$ cat config.mk
export PLATFORM = sky130hd
export DESIGN_NAME = execute_stage_mc
export DESIGN_NICKNAME = d
export VERILOG_FILES = /design/src/rtl/execute_stage_mc_pkg.sv /design/src/rtl/execute_stage_mc_mul_iter.sv /design/src/rtl/execute_stage_mc.sv
export SDC_FILE = /design/constraint.sdc
export NUM_CORES = 1
export LEC_CHECK = 0
export BUFFER_PORTS_ARGS = -buffer_cell sky130_fd_sc_hd__buf_2
export CORE_MARGIN = 2
export CORE_UTILIZATION = 48
export DETAILED_ROUTE_END_ITERATION = 12
export PLACE_DENSITY = 0.64
export SLEW_MARGIN = 15
export SYNTH_ARGS = -nofsm -noshare
export SYNTH_HDL_FRONTEND = slang
export SYNTH_SLANG_ARGS = --single-unit
$ cat constraint.sdc
create_clock -name clk -period 7 [get_ports clk]
set_input_delay 0.7 -clock clk [delete_from_list [all_inputs] [get_ports clk]]
set_output_delay 0.7 -clock clk [all_outputs]
set_load 0.005 [all_outputs]
$ cat src/rtl/execute_stage_mc_pkg.sv
// exec_pkg: op encodings, FSM state encoding and branch helpers shared by the execute stage.
package exec_pkg;

    localparam int EXEC_OP_W = 5;

    localparam logic [EXEC_OP_W-1:0] OP_ADD  = 5'd0;
    localparam logic [EXEC_OP_W-1:0] OP_SUB  = 5'd1;
    localparam logic [EXEC_OP_W-1:0] OP_AND  = 5'd2;
    localparam logic [EXEC_OP_W-1:0] OP_OR   = 5'd3;
    localparam logic [EXEC_OP_W-1:0] OP_XOR  = 5'd4;
    localparam logic [EXEC_OP_W-1:0] OP_SLT  = 5'd5;
    localparam logic [EXEC_OP_W-1:0] OP_SLTU = 5'd6;
    localparam logic [EXEC_OP_W-1:0] OP_SLL  = 5'd7;
    localparam logic [EXEC_OP_W-1:0] OP_SRL  = 5'd8;
    localparam logic [EXEC_OP_W-1:0] OP_SRA  = 5'd9;
    localparam logic [EXEC_OP_W-1:0] OP_MUL  = 5'd10;
    localparam logic [EXEC_OP_W-1:0] OP_BEQ  = 5'd11;
    localparam logic [EXEC_OP_W-1:0] OP_BNE  = 5'd12;
    localparam logic [EXEC_OP_W-1:0] OP_BLT  = 5'd13;
    localparam logic [EXEC_OP_W-1:0] OP_BGE  = 5'd14;
    localparam logic [EXEC_OP_W-1:0] OP_JMP  = 5'd15;
    localparam logic [EXEC_OP_W-1:0] OP_LDST = 5'd16;

    localparam logic [0:0] ST_IDLE     = 1'b0;
    localparam logic [0:0] ST_MUL_BUSY = 1'b1;

    function automatic logic is_branch(input logic [EXEC_OP_W-1:0] op);
        return op inside {OP_BEQ, OP_BNE, OP_BLT, OP_BGE, OP_JMP};
    endfunction

    // eq/lt come from the datapath so this stays independent of XLEN
    function automatic logic br_taken(input logic [EXEC_OP_W-1:0] op, input logic eq, input logic lt);
        return (op == OP_BEQ && eq) || (op == OP_BNE && !eq) ||
               (op == OP_BLT && lt) || (op == OP_BGE && !lt) || (op == OP_JMP);
    endfunction

endpackage

$ cat src/rtl/execute_stage_mc_mul_iter.sv
// exec_mul_iter: iterative shift-add multiplier retiring MUL_BPC multiplier bits per cycle.
// done_o and product_o are valid combinationally in the final iteration cycle.
module exec_mul_iter #(
    parameter int XLEN    = 32,
    parameter int MUL_BPC = 1
) (
    input  logic            clk,
    input  logic            rst_n,
    input  logic            start_i,
    input  logic            abort_i,
    input  logic [XLEN-1:0] op1_i,
    input  logic [XLEN-1:0] op2_i,
    output logic            done_o,
    output logic [XLEN-1:0] product_o
);

    localparam int N  = XLEN / MUL_BPC;
    localparam int CW = (N > 1) ? $clog2(N) : 1;

    logic            busy_q, busy_d;
    logic [CW-1:0]   cnt_q, cnt_d;
    logic [XLEN-1:0] mcand_q, mcand_d, mplier_q, mplier_d, acc_q, acc_d;
    logic [XLEN-1:0] partial;

    always_comb begin
        partial = '0;
        for (int j = 0; j < MUL_BPC; j++)
            partial = partial + (mplier_q[j] ? (mcand_q << j) : '0);
    end

    assign done_o    = busy_q && (cnt_q == CW'(N - 1));
    assign product_o = acc_q + partial;

    always_comb begin
        busy_d   = abort_i ? 1'b0 : start_i ? 1'b1 : done_o ? 1'b0 : busy_q;
        cnt_d    = start_i ? '0 : busy_q ? cnt_q + 1'b1 : cnt_q;
        mcand_d  = start_i ? op1_i : busy_q ? mcand_q << MUL_BPC : mcand_q;
        mplier_d = start_i ? op2_i : busy_q ? mplier_q >> MUL_BPC : mplier_q;
        acc_d    = start_i ? '0 : busy_q ? product_o : acc_q;
    end

    always_ff @(posedge clk or negedge rst_n) begin
        if (!rst_n) begin
            busy_q   <= 1'b0;
            cnt_q    <= '0;
            mcand_q  <= '0;
            mplier_q <= '0;
            acc_q    <= '0;
        end else begin
            busy_q   <= busy_d;
            cnt_q    <= cnt_d;
            mcand_q  <= mcand_d;
            mplier_q <= mplier_d;
            acc_q    <= acc_d;
        end
    end

endmodule

$ cat src/rtl/execute_stage_mc.sv
// execute_stage_mc: registered execute stage with valid/ready on both sides, single-cycle ALU,
// branch resolve, effective address and an iterative multiplier sharing one output register.
module execute_stage_mc
    import exec_pkg::*;
#(
    parameter int XLEN    = 32,
    parameter int MUL_BPC = 1,
    parameter int OP_W    = 5
) (
    input  logic            clk,
    input  logic            rst_n,
    input  logic            flush_i,
    input  logic            in_valid_i,
    output logic            in_ready_o,
    input  logic [OP_W-1:0] in_op_i,
    input  logic [XLEN-1:0] in_pc_i,
    input  logic [XLEN-1:0] in_op1_i,
    input  logic [XLEN-1:0] in_op2_i,
    input  logic [XLEN-1:0] in_offset_i,
    output logic            out_valid_o,
    input  logic            out_ready_i,
    output logic [XLEN-1:0] out_result_o,
    output logic [XLEN-1:0] out_addr_o,
    output logic            out_branch_o
);

    localparam int SW = $clog2(XLEN);

    logic [EXEC_OP_W-1:0] op;
    logic [SW-1:0]        sh;
    logic                 eq, lt, ltu, br;
    logic [XLEN-1:0]      alu_res, ea;

    logic [0:0]      state_q, state_d;
    logic            valid_q, valid_d, branch_q, branch_d;
    logic [XLEN-1:0] result_q, result_d, addr_q, addr_d, mul_addr_q, mul_addr_d;
    logic            accept, is_mul, load_alu, load_mul, mul_done;
    logic [XLEN-1:0] mul_prod;

    assign op  = EXEC_OP_W'(in_op_i);
    assign sh  = in_op2_i[SW-1:0];
    assign eq  = in_op1_i == in_op2_i;
    assign lt  = $signed(in_op1_i) < $signed(in_op2_i);
    assign ltu = in_op1_i < in_op2_i;
    assign br  = br_taken(op, eq, lt);
    assign ea  = (is_branch(op) ? in_pc_i : in_op1_i) + in_offset_i;

    // branch and undefined ops fall to the zero default
    always_comb begin
        alu_res = '0;
        case (op)
            OP_ADD:  alu_res = in_op1_i + in_op2_i;
            OP_SUB:  alu_res = in_op1_i - in_op2_i;
            OP_AND:  alu_res = in_op1_i & in_op2_i;
            OP_OR:   alu_res = in_op1_i | in_op2_i;
            OP_XOR:  alu_res = in_op1_i ^ in_op2_i;
            OP_SLT:  alu_res = XLEN'(lt);
            OP_SLTU: alu_res = XLEN'(ltu);
            OP_SLL:  alu_res = in_op1_i << sh;
            OP_SRL:  alu_res = in_op1_i >> sh;
            OP_SRA:  alu_res = $unsigned($signed(in_op1_i) >>> sh);
            OP_LDST: alu_res = in_op2_i;
            default: alu_res = '0;
        endcase
    end

    assign in_ready_o = (state_q == ST_IDLE) && (!valid_q || out_ready_i) && !flush_i;
    assign accept     = in_valid_i && in_ready_o;
    assign is_mul     = op == OP_MUL;
    assign load_alu   = accept && !is_mul;
    assign load_mul   = (state_q == ST_MUL_BUSY) && mul_done && !flush_i;

    exec_mul_iter #(.XLEN(XLEN), .MUL_BPC(MUL_BPC)) u_mul (
        .clk      (clk),
        .rst_n    (rst_n),
        .start_i  (accept && is_mul),
        .abort_i  (flush_i),
        .op1_i    (in_op1_i),
        .op2_i    (in_op2_i),
        .done_o   (mul_done),
        .product_o(mul_prod)
    );

    always_comb begin
        state_d    = flush_i ? ST_IDLE : (accept && is_mul) ? ST_MUL_BUSY : load_mul ? ST_IDLE : state_q;
        valid_d    = flush_i ? 1'b0 : (load_alu || load_mul) ? 1'b1 : out_ready_i ? 1'b0 : valid_q;
        result_d   = load_alu ? alu_res : load_mul ? mul_prod : result_q;
        addr_d     = load_alu ? ea : load_mul ? mul_addr_q : addr_q;
        branch_d   = load_alu ? br : load_mul ? 1'b0 : branch_q;
        mul_addr_d = (accept && is_mul) ? ea : mul_addr_q;
    end

    always_ff @(posedge clk or negedge rst_n) begin
        if (!rst_n) begin
            state_q    <= ST_IDLE;
            valid_q    <= 1'b0;
            result_q   <= '0;
            addr_q     <= '0;
            branch_q   <= 1'b0;
            mul_addr_q <= '0;
        end else begin
            state_q    <= state_d;
            valid_q    <= valid_d;
            result_q   <= result_d;
            addr_q     <= addr_d;
            branch_q   <= branch_d;
            mul_addr_q <= mul_addr_d;
        end
    end

    assign out_valid_o  = valid_q;
    assign out_result_o = result_q;
    assign out_addr_o   = addr_q;
    assign out_branch_o = branch_q;

endmodule

==> qor.csv <==
metric,value,unit
power.share.switching,44.0,%
numCtsBuffers,27,
synthCells,2787,
seqPwrFrac,26.9,%
drt_first_pass_iters,6,
finalCriticalPeriod,4.37,ns
yosys_register_bits,201,
synthMuxAreaShare,12.2,%
grt_pass1_wl,136000,um
num_vias,22900,
overflow,0,
rows,77,
whs,0.104,ns
crit_required,7.46,ns
area_growth,10.1,%
grtUsageTotal,38.1,%
p_clk_share,22.1,%
startpoint_type,input port,
yosys.area_share.simple,18.4,%
clkSlewWorstSetupHoldPaths,0.06,ns
yosys_warnings,0,
synth_compound_area_share,27.4,%
synth_edf_count,0,
io_pins,205,
pwr_density_cell,274,nW/um^2
port_buffers,204,
drc,0,
core_area,44300,um^2
fin_util,53.6,%
grt_max_degree,160,
hold_buffers,0,
hold_class,in2async,
drive_gt1_share,13.2,%
comb_power_share,50.9,%
cts_resized,0,
die-width,216,um
cts_root_buf,clkbuf_16,
cts_tree,built,
htree_num_levels,1,
gp_congestion,1.08,
arrival,4.84,ns
ys_top_cells_by_area,"dfrtp_1 23%, ha_1 9.9%, mux2i_1 7.1%",
cts_max_path_buffers,3,
yosys.area.top_type_share,23.3,%
clock-sinks,201,
period_share,62.5,%
dp_hpwl,67500,um
die_h,216,um
p_switching,0.00286,W
final.setup.worst_slack,2.63,ns
yosysTopAreaCell,dfrtp_1,
synthAdderAreaFrac,10.3,%
insertion_delay,0.58,ns
synthXorXnorAreaFrac,2.60,%
synth_cell_types,91,
synthFlopType,dfrtp_1,
post_drt_wl_per_cell,26.5,um
setup_viol,0,
start_util,48.7,%
clock.fmax,229,MHz
criticalPathCategory,in2reg,
fin_skew,0.0149,ns
final_common_cell,nand2_1,
cap_violations,0,
tns,0,ns
ys_seq_area_share,23.3,%
grt_pass1_vias,21300,
tightestPinTransition,1.17,ns
slew_headroom,21.8,%
finalNetCount,3168,
mostFrequentLayoutCells,"348 x nand2_1, 275 x nor2_1, 259 x o21ai_0, 209 x a21oi_1, 202 x buf_2",
leakage,10.2,nW
drv_slew,0,
outcome,"finished, final reports clean",
post-cts-setup-buffer-count,0,
syn_area,21600,um^2
first_iter_violations,2906,
async_reset_ff_share,100,%
die_area,46700,um^2
irDropWorstVdd,0.221,mV
synth_top_family_by_area,compound AO/OA/AOI/OAI gates,
p_int,0.00364,W
syn_area_per_cell,7.75,um^2
antenna_found_initial,4,
pre_cts_slack,2.17,ns
ant_nets,0,
cp-end-kind,flip-flop,
crit_path_max_fanout,63,
drt-total-wl,92000,um
hold_viol_final,0,
vias_per_cell,6.60,
rsz0062_at_grt,no,
syn_nets,3100,
-- critical path: stages --
cell and delay, ns:
buf_2 0.27, a21oi_1 0.16, nor2_4 0.09, buf_4 0.50, o21ai_0 0.39, ha_1 0.46, a21o_1 0.23, a31o_1 0.24
o21ba_1 0.17, a211o_1 0.33, o31ai_4 0.41, o21ai_2 0.15, a2111o_1 0.43, a41o_1 0.23
-- metrics by stage --
stage               total power [W]  cells  area, um^2
floorplan                   0.00399   2787       21600
global placement            0.00490   3418       22800
detailed placement          0.00499   3418       22800
CTS                         0.00644   3466       23800
global route                0.00690   3467       23800
finish                      0.00650   3469       23800
-- cell type report --
class | instances | area [um^2]
multi-input combinational | 2266 | 15300
clock inverter | 9 | 129
fill | 4335 | 20600
clock buffer | 39 | 781
tap | 592 | 741
timing repair buffer | 235 | 1280
sequential | 201 | 5030
inverter | 124 | 465
antenna | 3 | 7.51
-- cell usage after synthesis, types with 43 or more instances --
cell type,count
nand2_1,348
mux2i_1,153
a31oi_1,50
a21oi_1,209
a211oi_1,44
clkbuf_1,154
ha_1,171
nor2_1,277
a21o_1,43
o21ai_0,259
inv_1,124
nor3_1,47
and2_1,46
dfrtp_1,201
-- worst paths after layout --
| check | startpoint | endpoint | slack, ns | cells after the start |
|---|---|---|---|---|
| hold / removal | rst_n | u_mul.cnt_q[3] | 0.10 | 1 |
| setup reg to reg | u_mul.mplier_q[0] | out_result_o[26] | 2.85 | 12 |
| setup / recovery | in_op_i[1] | out_addr_o[30] | 2.63 | 14 |
| max in group asynchronous | rst_n | u_mul.mplier_q[7] | 5.42 | 2 |
| min in group clk | in_op2_i[22] | u_mul.mplier_q[22] | 0.40 | 3 |
| hold reg to reg | mul_addr_q[14] | mul_addr_q[14] | 0.47 | 2 |
-- registers in the layout, summed over array words and instances (netlist names) --
name            flops
mul_addr_q         32
out_addr_o         32
out_result_o       32
u_mul.acc_q        32
u_mul.mcand_q      32
u_mul.mplier_q     32
u_mul.cnt_q         5
out_branch_o        1
out_valid_o         1
state_q             1
u_mul.busy_q        1
-- power groups by stage --
stage                     clock, W  combinational, W  sequential (W)
final                      0.00144           0.00331         0.00175
after global routing       0.00151           0.00361         0.00179
after CTS                  0.00145           0.00324         0.00175
after detailed placement         0           0.00322         0.00177
after global placement           0           0.00315         0.00175
after floorplan                  0           0.00231         0.00168
-- routing by layer --
layer	routed length [um]	GRT usage (%)	up-vias
met4	5440	20.4	4
met3	8280	5.96	255
met1	38500	52.1	11100
met5	27	0	-
met2	39800	58.0	1259
li1	-	-	10300
-- cells by family after synthesis --
logic type | after synthesis
AO/OA/AOI/OAI | 914
buffers and inverters | 320
multiplexers | 221
adder cells (fa/ha/maj) | 175
XOR/XNOR | 64
AND/OR/NAND/NOR | 892
flip-flops | 201
Note: power is estimated with default switching activity, not from simulation.
